<file path="config.mk">
export PLATFORM = sky130hd
export DESIGN_NAME = pc_sequencer_flat
export DESIGN_NICKNAME = d
export VERILOG_FILES = /design/src/rtl/pc_seq_pkg.sv /design/src/rtl/pc_sequencer_if.sv /design/src/rtl/ret_stack.sv /design/src/rtl/pc_sequencer.sv /design/src/flat_wrapper.sv
export SDC_FILE = /design/constraint.sdc
export NUM_CORES = 1
export LEC_CHECK = 0
export ABC_AREA = 1
export CAP_MARGIN = 20
export CORE_MARGIN = 5
export CORE_UTILIZATION = 40
export DETAILED_ROUTE_END_ITERATION = 10
export PLACE_DENSITY_LB_ADDON = 0.12
export SLEW_MARGIN = 10
export SYNTH_ARGS = -nofsm -noshare
export SYNTH_HDL_FRONTEND = slang
export SYNTH_SLANG_ARGS = --single-unit
export TNS_END_PERCENT = 100
</file>
<file path="constraint.sdc">
create_clock -name clk -period 4.7 [get_ports clk]
set_clock_uncertainty 0.1 [all_clocks]
set_input_delay 1.175 -clock clk [delete_from_list [all_inputs] [get_ports clk]]
set_output_delay 1.175 -clock clk [all_outputs]
set_load 0.02 [all_outputs]
</file>
<file path="src/rtl/pc_seq_pkg.sv">
// Shared types for the program-counter sequencer: FSM states and fault codes.
package pc_seq_pkg;

  typedef enum logic [1:0] {
    IDLE  = 2'b00,
    RUN   = 2'b01,
    HALT  = 2'b10,
    FAULT = 2'b11
  } seq_state_t;

  typedef logic [1:0] fault_code_t;

  localparam fault_code_t FC_NONE = 2'b00;
  localparam fault_code_t FC_OVF  = 2'b01;
  localparam fault_code_t FC_UNF  = 2'b10;

endpackage

</file>
<file path="src/rtl/pc_sequencer_if.sv">
// Control/status bundle between the decoder side (master) and pc_sequencer (slave).
interface pc_sequencer_if #(
  parameter int PC_WIDTH = 5,
  parameter int SP_W     = 3
);
  import pc_seq_pkg::*;

  logic                start;
  logic                stall;
  logic                halt;
  logic                fault_clr;
  logic                jmp;
  logic                cal;
  logic                ret;
  logic [PC_WIDTH-1:0] jmp_addr;
  logic [PC_WIDTH-1:0] pc;
  logic                running;
  logic                scan_done;
  logic [SP_W-1:0]     sp;
  logic                stack_full;
  logic                stack_empty;
  logic                fault;
  fault_code_t         fault_code;

  modport master (
    output start, stall, halt, fault_clr, jmp, cal, ret, jmp_addr,
    input  pc, running, scan_done, sp, stack_full, stack_empty, fault, fault_code
  );

  modport slave (
    input  start, stall, halt, fault_clr, jmp, cal, ret, jmp_addr,
    output pc, running, scan_done, sp, stack_full, stack_empty, fault, fault_code
  );

endinterface

</file>
<file path="src/rtl/ret_stack.sv">
// Return-address LIFO kept as a ring buffer. With PC_SEQ_WRAP_STACK_EN defined,
// a push while full overwrites the oldest entry instead of being refused.
module ret_stack #(
  parameter int PC_WIDTH    = 5,
  parameter int STACK_DEPTH = 4,
  localparam int PTR_W      = $clog2(STACK_DEPTH),
  localparam int SP_W       = $clog2(STACK_DEPTH) + 1
) (
  input  logic                clk,
  input  logic                rst_n,
  input  logic                clr,
  input  logic                push,
  input  logic                pop,
  input  logic [PC_WIDTH-1:0] data_in,
  output logic [PC_WIDTH-1:0] top,
  output logic [SP_W-1:0]     sp,
  output logic                full,
  output logic                empty
);

  logic [PC_WIDTH-1:0] mem_q [STACK_DEPTH];
  logic [PTR_W-1:0]    wptr_q, wptr_d;
  logic [SP_W-1:0]     sp_q, sp_d;
  logic                push_ok_s;

  assign full  = (sp_q == SP_W'(STACK_DEPTH));
  assign empty = (sp_q == {SP_W{1'b0}});
  assign sp    = sp_q;
  assign top   = mem_q[wptr_q - PTR_W'(1)];

`ifdef PC_SEQ_WRAP_STACK_EN
  assign push_ok_s = push;
`else
  assign push_ok_s = push && !full;
`endif

  // Write pointer and occupancy; when full in ring mode wptr already addresses the oldest slot.
  always_comb begin
    wptr_d = wptr_q;
    sp_d   = sp_q;
    if (clr) begin
      wptr_d = {PTR_W{1'b0}};
      sp_d   = {SP_W{1'b0}};
    end else if (push_ok_s) begin
      wptr_d = wptr_q + PTR_W'(1);
      if (full) begin
        sp_d = sp_q;
      end else begin
        sp_d = sp_q + SP_W'(1);
      end
    end else if (pop && !empty) begin
      wptr_d = wptr_q - PTR_W'(1);
      sp_d   = sp_q - SP_W'(1);
    end else begin
      wptr_d = wptr_q;
      sp_d   = sp_q;
    end
  end

  always_ff @(posedge clk or negedge rst_n) begin
    if (!rst_n) begin
      wptr_q <= {PTR_W{1'b0}};
      sp_q   <= {SP_W{1'b0}};
    end else begin
      wptr_q <= wptr_d;
      sp_q   <= sp_d;
    end
  end

  always_ff @(posedge clk) begin
    if (push_ok_s && !clr) begin
      mem_q[wptr_q] <= data_in;
    end
  end

endmodule

</file>
<file path="src/rtl/pc_sequencer.sv">
// Program counter / call-return sequencer running the program as a cyclic scan.
// Optional PC_SEQ_WRAP_STACK_EN: circular return stack, no overflow/underflow faults.
module pc_sequencer
  import pc_seq_pkg::*;
#(
  parameter int PC_WIDTH    = 5,
  parameter int STACK_DEPTH = 4,
  parameter int LAST_ADDR   = 31
) (
  input  logic            clk,
  input  logic            rst_n,
  pc_sequencer_if.slave   bus
);

  localparam int SP_W = $clog2(STACK_DEPTH) + 1;
  localparam logic [PC_WIDTH-1:0] LAST_PC = PC_WIDTH'(LAST_ADDR);

  seq_state_t          state_q, state_d;
  logic [PC_WIDTH-1:0] pc_q, pc_d;
  logic                halt_pend_q, halt_pend_d;
  logic                scan_done_q, scan_done_d;
  logic                running_q, running_d;
  logic                fault_q, fault_d;
  fault_code_t         fault_code_q, fault_code_d;

  logic                push_s, pop_s, clr_s;
  logic [PC_WIDTH-1:0] top_s;
  logic [SP_W-1:0]     sp_s;
  logic                full_s, empty_s;

  ret_stack #(.PC_WIDTH(PC_WIDTH), .STACK_DEPTH(STACK_DEPTH)) u_stack (
    .clk     (clk),
    .rst_n   (rst_n),
    .clr     (clr_s),
    .push    (push_s),
    .pop     (pop_s),
    .data_in (pc_q + PC_WIDTH'(1)),
    .top     (top_s),
    .sp      (sp_s),
    .full    (full_s),
    .empty   (empty_s)
  );

  // Next state, pc and stack control; a fault outcome overrides a pending halt.
  always_comb begin
    state_d      = state_q;
    pc_d         = pc_q;
    halt_pend_d  = halt_pend_q;
    scan_done_d  = 1'b0;
    fault_code_d = fault_code_q;
    push_s       = 1'b0;
    pop_s        = 1'b0;
    clr_s        = 1'b0;
    case (state_q)
      IDLE: begin
        pc_d = {PC_WIDTH{1'b0}};
        if (bus.start) state_d = RUN;
        else           state_d = IDLE;
      end
      RUN: begin
        if (bus.stall) begin
          if (bus.halt) halt_pend_d = 1'b1;
          else          halt_pend_d = halt_pend_q;
        end else begin
          halt_pend_d = 1'b0;
          if (bus.halt || halt_pend_q) state_d = HALT;
          else                         state_d = RUN;
          if (bus.ret) begin
            if (empty_s) begin
`ifdef PC_SEQ_WRAP_STACK_EN
              pc_d = {PC_WIDTH{1'b0}};
`else
              state_d      = FAULT;
              fault_code_d = FC_UNF;
`endif
            end else begin
              pc_d  = top_s;
              pop_s = 1'b1;
            end
          end else if (bus.cal) begin
`ifdef PC_SEQ_WRAP_STACK_EN
            push_s = 1'b1;
            pc_d   = bus.jmp_addr;
`else
            if (full_s) begin
              state_d      = FAULT;
              fault_code_d = FC_OVF;
            end else begin
              push_s = 1'b1;
              pc_d   = bus.jmp_addr;
            end
`endif
          end else if (bus.jmp) begin
            pc_d = bus.jmp_addr;
          end else if (pc_q == LAST_PC) begin
            pc_d        = {PC_WIDTH{1'b0}};
            scan_done_d = 1'b1;
          end else begin
            pc_d = pc_q + PC_WIDTH'(1);
          end
        end
      end
      HALT: begin
        if (bus.start) state_d = RUN;
        else           state_d = HALT;
      end
      FAULT: begin
        if (bus.fault_clr) begin
          state_d      = IDLE;
          pc_d         = {PC_WIDTH{1'b0}};
          fault_code_d = FC_NONE;
          clr_s        = 1'b1;
        end else begin
          state_d = FAULT;
        end
      end
      default: begin
        state_d = IDLE;
        pc_d    = {PC_WIDTH{1'b0}};
      end
    endcase
    running_d = (state_d == RUN);
    fault_d   = (state_d == FAULT);
  end

  always_ff @(posedge clk or negedge rst_n) begin
    if (!rst_n) begin
      state_q      <= IDLE;
      pc_q         <= {PC_WIDTH{1'b0}};
      halt_pend_q  <= 1'b0;
      scan_done_q  <= 1'b0;
      running_q    <= 1'b0;
      fault_q      <= 1'b0;
      fault_code_q <= FC_NONE;
    end else begin
      state_q      <= state_d;
      pc_q         <= pc_d;
      halt_pend_q  <= halt_pend_d;
      scan_done_q  <= scan_done_d;
      running_q    <= running_d;
      fault_q      <= fault_d;
      fault_code_q <= fault_code_d;
    end
  end

  assign bus.pc          = pc_q;
  assign bus.running     = running_q;
  assign bus.scan_done   = scan_done_q;
  assign bus.sp          = sp_s;
  assign bus.stack_full  = full_s;
  assign bus.stack_empty = empty_s;
  assign bus.fault       = fault_q;
  assign bus.fault_code  = fault_code_q;

endmodule

</file>
<file path="src/flat_wrapper.sv">
// flat-port wrapper written by rule: the top's interface ports become plain ports
module pc_sequencer_flat import pc_seq_pkg::*;
#(
  parameter int PC_WIDTH    = 5,
  parameter int STACK_DEPTH = 4,
  parameter int LAST_ADDR   = 31
)
  (clk, rst_n, bus_start, bus_stall, bus_halt, bus_fault_clr, bus_jmp, bus_cal, bus_ret, bus_jmp_addr, bus_pc, bus_running, bus_scan_done, bus_sp, bus_stack_full, bus_stack_empty, bus_fault, bus_fault_code);
  pc_sequencer_if #(.PC_WIDTH(PC_WIDTH)) bus_i ();
  input  logic clk;
  input  logic rst_n;
  input wire logic [$bits(bus_i.start)-1:0] bus_start;
  input wire logic [$bits(bus_i.stall)-1:0] bus_stall;
  input wire logic [$bits(bus_i.halt)-1:0] bus_halt;
  input wire logic [$bits(bus_i.fault_clr)-1:0] bus_fault_clr;
  input wire logic [$bits(bus_i.jmp)-1:0] bus_jmp;
  input wire logic [$bits(bus_i.cal)-1:0] bus_cal;
  input wire logic [$bits(bus_i.ret)-1:0] bus_ret;
  input wire logic [$bits(bus_i.jmp_addr)-1:0] bus_jmp_addr;
  output wire logic [$bits(bus_i.pc)-1:0] bus_pc;
  output wire logic [$bits(bus_i.running)-1:0] bus_running;
  output wire logic [$bits(bus_i.scan_done)-1:0] bus_scan_done;
  output wire logic [$bits(bus_i.sp)-1:0] bus_sp;
  output wire logic [$bits(bus_i.stack_full)-1:0] bus_stack_full;
  output wire logic [$bits(bus_i.stack_empty)-1:0] bus_stack_empty;
  output wire logic [$bits(bus_i.fault)-1:0] bus_fault;
  output wire logic [$bits(bus_i.fault_code)-1:0] bus_fault_code;
  assign bus_i.start = bus_start;
  assign bus_i.stall = bus_stall;
  assign bus_i.halt = bus_halt;
  assign bus_i.fault_clr = bus_fault_clr;
  assign bus_i.jmp = bus_jmp;
  assign bus_i.cal = bus_cal;
  assign bus_i.ret = bus_ret;
  assign bus_i.jmp_addr = bus_jmp_addr;
  assign bus_pc = bus_i.pc;
  assign bus_running = bus_i.running;
  assign bus_scan_done = bus_i.scan_done;
  assign bus_sp = bus_i.sp;
  assign bus_stack_full = bus_i.stack_full;
  assign bus_stack_empty = bus_i.stack_empty;
  assign bus_fault = bus_i.fault;
  assign bus_fault_code = bus_i.fault_code;
  pc_sequencer #(.PC_WIDTH(PC_WIDTH), .STACK_DEPTH(STACK_DEPTH), .LAST_ADDR(LAST_ADDR)) u_core (.clk(clk), .rst_n(rst_n), .bus(bus_i));
endmodule
</file>
# Yosys cells after proc, flatten, opt, wreduce, memory -nomap -nowiden
# Memories as Yosys holds them, arrays and structs flattened.
# Cells that the tools add are included.
[word_totals] ff_bits=18 ram_bits=20 word_cells=101 n_memories=1
[classes] addsub=5 n_eq_ne=16 n_mux=54 n_reduce_logical=16
[memory_table] name="u_core.u_stack.mem_q" words=4 width=5 rd=1 rd_clocked_by_memory_dff=0 write_ports=1 line_no="ret_stack.sv:21" source="logic [PC_WIDTH-1:0] mem_q [STACK_DEPTH];"
[ops] operator="5-bit 2-to-1 mux" count=8
[ops] operator="2-bit 2-to-1 mux" count=17
[ops] operator="1-bit 2-to-1 mux" count=22
[ops] operator="3-bit inequality test (second input constant)" count=5
[ops] operator="5-bit one-hot mux with 3 select lines" count=1
[ops] operator="3-bit 2-to-1 mux" count=4
[ops] operator="2-bit one-hot mux with 4 select lines" count=1
[ops] operator="2-bit equality test (second input constant)" count=3
[ops] operator="6-bit AND reduction" count=1
[ops] operator="3-bit nonzero test" count=2
[ops] operator="5-bit by 1-bit adder with 5-bit output (second input constant)" count=1
[ops] operator="5-bit equality test (second input constant)" count=1
[ops] operator="5-bit AND reduction" count=1
[ops] operator="2-bit by 1-bit equality test with 1-bit output (second input constant)" count=2
[ops] operator="2-bit inequality test (second input constant)" count=2
[ops] operator="4-bit inequality test (second input constant)" count=1
[ops] operator="2-bit one-hot mux with 2 select lines" count=1
[ops] operator="2-bit AND reduction" count=2
[ops] operator="3-bit by 1-bit adder with 3-bit output (second input constant)" count=1
[ops] operator="3-bit equality test (second input constant)" count=1
[ops] operator="1-bit logical AND" count=3
[ops] operator="1-bit zero test" count=3
[ops] operator="3-bit zero test" count=1
[ops] operator="3-bit by 1-bit subtractor with 3-bit output (second input constant)" count=1
[ops] operator="6 further kinds" count=6

# Depth between registers and ports, before layout
[logic_depth] depth_word=10 ltp_mapped=11 ltp_nobuf=11

# Modules after synthesis
# A second synthesis with hierarchy kept.
[hier_totals] hier_cells=243 area_unflattened_um2=2173.3
[by_module_without_submodules] module="ret_stack" instances=1 cells_each=110 area_each_um2=1172.4
[by_module_without_submodules] module="pc_sequencer" instances=1 cells_each=133 area_each_um2=1001.0

# Worst setup path before layout
# OpenSTA, ideal clock, no wires.
[synth_timing] path_kind="input -> register" from="input bus_cal" to="register u_core.u_stack.sp_q[2] (netlist: u_core.u_stack.sp[2])" setup_time_ns=0.118 arrival_time_ns=2.226 t_required_ns=4.482 setup_slack_ns=2.256 cell_stages=10 n_path_buf=0 cell_sequence="inv_1 > nor2_4 > nand3_4 > inv_2 > fa_1 > xor2_1 > inv_1 > nand2_1 > nand3_1 > nand2_1"
[synth_via] elab_chain_len=7 word_cells_on_any_way=10 classes_between="eq/ne: 1; mux: 6; reduce/logical: 3"
[synth_lines] item="start: declaration" line_no="flat_wrapper.sv:17" source="input wire logic [$bits(bus_i.cal)-1:0] bus_cal;"
[synth_lines] item="1-bit 2-to-1 mux (*)" line_no="pc_sequencer.sv:80" source="end else if (bus.cal) begin"
[synth_lines] item="1-bit 2-to-1 mux (*)" line_no="pc_sequencer.sv:68" source="if (bus.ret) begin"
[synth_lines] item="1-bit 2-to-1 mux (*)" line_no="pc_sequencer.sv:61" source="if (bus.stall) begin"
[synth_lines] item="1-bit 2-to-1 mux (*)" line_no="pc_sequencer.sv:54" source="case (state_q)"
[synth_lines] item="1-bit logical AND (*)" line_no="ret_stack.sv:34" source="assign push_ok_s = push && !full;"
[synth_lines] item="3-bit inequality test (no source line) (tied with other cells)"
[synth_lines] item="2-bit AND reduction (no source line) or 3-bit 2-to-1 mux (tied branches)"
[synth_lines] item="end signal: assignment" line_no="ret_stack.sv:63" source="sp_q <= {SP_W{1'b0}};"
[synth_lines] item="end signal: assignment" line_no="ret_stack.sv:66" source="sp_q <= sp_d;"
[synth_lines] item="end: declaration" line_no="ret_stack.sv:23" source="logic [SP_W-1:0] sp_q, sp_d;"
# Every way passes the cells marked *; elsewhere a longest branch is shown, timed or not.
# A chain may end at the register's enable or synchronous reset.

# Final worst setup path
[layout_timing] from="register u_core.u_stack.sp_q[1] (netlist: u_core.u_stack.sp[1])" to="output bus_stack_full"
[layout_via] elab_chain_len=1
[layout_lines] item="3-bit equality test" line_no="ret_stack.sv:26" source="assign full = (sp_q == SP_W'(STACK_DEPTH));"
[layout_lines] item="end: declaration" line_no="flat_wrapper.sv:24" source="output wire logic [$bits(bus_i.stack_full)-1:0] bus_stack_full;"
# No other way between the ends.

==> metrics.md <==
| Metric | Value |
|---|---|
| Final HPWL DP | `3288 um` |
| Worst-Margin Slew | `0.8349 ns` |
| Leading cell types in the layout, fill and taps excluded | `83 x nand2_1, 35 x inv_1, 28 x clkdlybuf4s50_1, 26 x nand3_1` |
| Overall Global Routing Usage | `15.37%` |
| Nets | `294` |
| Final Cycle Share | `63.86%` |
| Post-synthesis area per instance | `8.414 um2` |
| CTS Hold Buffers Added | `0` |
| Cell Area, Synth | `2019 um2` |
| Number of antenna violations at the first check in global routing | `0` |
| Post-synthesis to final-layout area growth | `24.35%` |
| Total count of max-transition violations in the final report | `0` |
| Average wire per standard cell | `13.03 um` |
| Biggest fanout along the worst timing path | `4` |
| Number of global-route vias before repair | `1,525` |
| Endpoint required time on the critical path | `3.42 ns` |
| Distinct cell type count of the synthesized netlist | `24` |
| Mean number of vias per cell | `4.610` |
| Post-layout minimum cycle time | `3.001 ns` |
| Most area-consuming cells after synthesis | `edfxtp_1 30%, dfrtp_1 22%, nand2_1 15%` |
| Result of the run | `completed` |
| Number of gates resized after cts | `0` |
| End-of-flow core utilization | `52.13%` |
| Ordered list of cells on the worst path | `nor2_2, nand2_1, inv_1, clkdlybuf4s50_1` |
| Post-Syn Nets | `261` |
| Overall die area | `6570 um2` |
| Maximum single-stage delay on the critical path | `0.60 ns` |
| FF+latch count, synth | `38` |
| Pre-antenna DRT Iters | `4` |
| Setup WS pre-CTS | `1.395 ns` |
| Setup ws final | `1.699 ns` |
| Maximum clock insertion buffer count | `2` |
| CTS clock-pin slew for the worst setup and hold paths | `0.08 ns` |
| Critical path launch point type | `flop` |
| Inserted Clock Buffers | `5` |
| Standard-cell rows | `25` |
| Clock Sinks | `38` |
| Number of input and output port buffers inserted | `28` |
| Overflow left after global routing | `0` |
| Maximum number of pins on one net before global-route repair | `19` |
| Synth area leader | `edfxtp_1` |
| Setup fix buffers added after clock tree synthesis | `0` |
| Most common cell after layout, fill and taps aside | `nand2_1` |
| Final Setup Violations | `0` |
| H-Tree Depth | `2` |
| Clock latency on the worst-skew pair | `0.29 ns` |
| Top-area cell type share of the netlist area | `29.74%` |
| Placeable core region | `4817 um2` |
| Data arrival, critical path | `1.73 ns` |
| Highest attainable clock frequency | `333.2 MHz` |
| Antenna violation net count after detailed routing | `0` |
| Weighted congestion at the end of routability-driven global placement | `0.8172` |
| Slew HR | `44.16%` |
| Worst setup path category | `flop to output pin` |
| Worst Hold Class | `flop to flop` |
| Buffer cell driving the clock tree root | `clkbuf_8` |
| Height of the die | `81.06 um` |
| Final Hold Violating Endpoints | `0` |
| Portion of the post-synthesis area used by sequential elements | `52.04%` |
| Type of destination of the critical path | `output pin` |
| Peak supply drop | `339.9 uV` |
| Wire length of the first global-routing pass | `7534 um` |
| Fraction of final layout cells with drive strength greater than 1 | `7.299%` |
| Count of vias placed by the detailed router | `1,572` |
| Max capacitance violation total | `0` |
| Yosys warning total | `0` |
| RSZ-0062 raised after global routing | `false` |
| Slowest library cell on the worst path | `clkdlybuf4s50_1` |
| Clock tree from TritonCTS | `built` |
| Hold WS | `0.4224 ns` |
| Number of design-rule violations left by the first detailed-router iteration | `71` |
| Total power consumption of the routed design | `1.574 mW` |
| Top-Level Pins | `29` |
| Leak Pwr | `1.197 nW` |
| Residual DRC count | `0` |
| TNS Setup | `0 ns` |
| Width of the chip | `81.06 um` |
| Cell count after synthesis | `240` |
| Detailed Route WL | `4444 um` |
| Initial core utilization | `41.92%` |
| Diodes inserted | `0` |
| Power density over cell area | `626.8 nW/um2` |
==> cell usage after synthesis, drive strengths merged <==
cell type,count
nand2,85
inv,37
nand3,28
nor2,25
edfxtp,20
dfrtp,18
o21ai,8
ha,6
a21oi,4
buf,2
xor2,2
and2,1
fa,1
nand4,1
nor4,1
or2,1
==> worst paths after layout <==
check | slack [ns] | endpoint | depth (start not counted) | startpoint
worst min register to register | 0.42 | u_core.bus.fault_code[0] | 2 | u_core.bus.fault_code[0]
min in group asynchronous | 1.26 | u_core.u_stack.sp[0] | 1 | rst_n
max in group asynchronous | 2.73 | u_core.bus.fault_code[0] | 1 | rst_n
worst min-delay path | 0.42 | u_core.bus.fault_code[0] | 2 | u_core.bus.fault_code[0]
worst max register to register | 2.42 | u_core.bus.pc[3] | 8 | u_core.u_stack.wptr_q[0]
worst max-delay path | 1.70 | bus_stack_full | 4 | u_core.u_stack.sp[1]
==> power breakdown <==
group	switching (mW)	leakage (nW)	total (mW)	internal, mW
combinational	0.429	0.714	0.689	0.261
clock	0.126	0.0683	0.338	0.213
sequential	0.0891	0.415	0.546	0.457
total	0.644	1.20	1.57	0.930
==> cells by family (layout without fill, tap and decap cells) <==
kind of cell | Yosys count | count (layout) | synth area share (%)
AND/OR/NAND/NOR | 142 | 142 | 32.03
buffers and inverters | 39 | 73 | 7.373
flip-flops | 38 | 38 | 52.04
adder cells (fa/ha/maj) | 7 | 7 | 4.709
XOR/XNOR | 2 | 2 | 0.8676
AO/OA/AOI/OAI | 12 | 12 | 2.974
==> cell type report <==
type,count,area (um2)
repair buffers,28,280.3
clock inverters,3,68.82
well taps,67,83.83
multi-input cells,163,819.5
inverters,37,138.9
fillers,485,2306
clock buffers,5,68.82
flip-flops and latches,38,1051
==> critical path, delay by kind of cell (launching register included) <==
kind | cells | cell delay (ns)
buf+inv | 2 | 0.70
flops | 1 | 0.42
simple gates | 2 | 0.31
==> through the flow <==
step / instance area [um2] / cells
floorplan: 2019 / 240
global placement: 2374 / 333
detailed placement: 2374 / 333
CTS: 2511 / 341
global route: 2511 / 341
finish: 2511 / 341
==> registers in the layout, indices dropped and copies added, names as in the netlist <==
register,count
u_core.state_q,2
u_core.u_stack.mem_q,20
u_core.bus.pc,5
u_core.bus.scan_done,1
u_core.u_stack.sp,3
u_core.bus.fault_code,2
u_core.halt_pend_q,1
u_core.u_stack.wptr_q,2
u_core.bus.running,1
u_core.bus.fault,1
==> per-layer routing <==
metal	GRT usage, %	part of all wire [%]
met5	0	0
met4	5.574	1.1
met3	2.772	4.2
met2	22.82	44
met1	22.35	51
(Power assumes the default switching activity.)
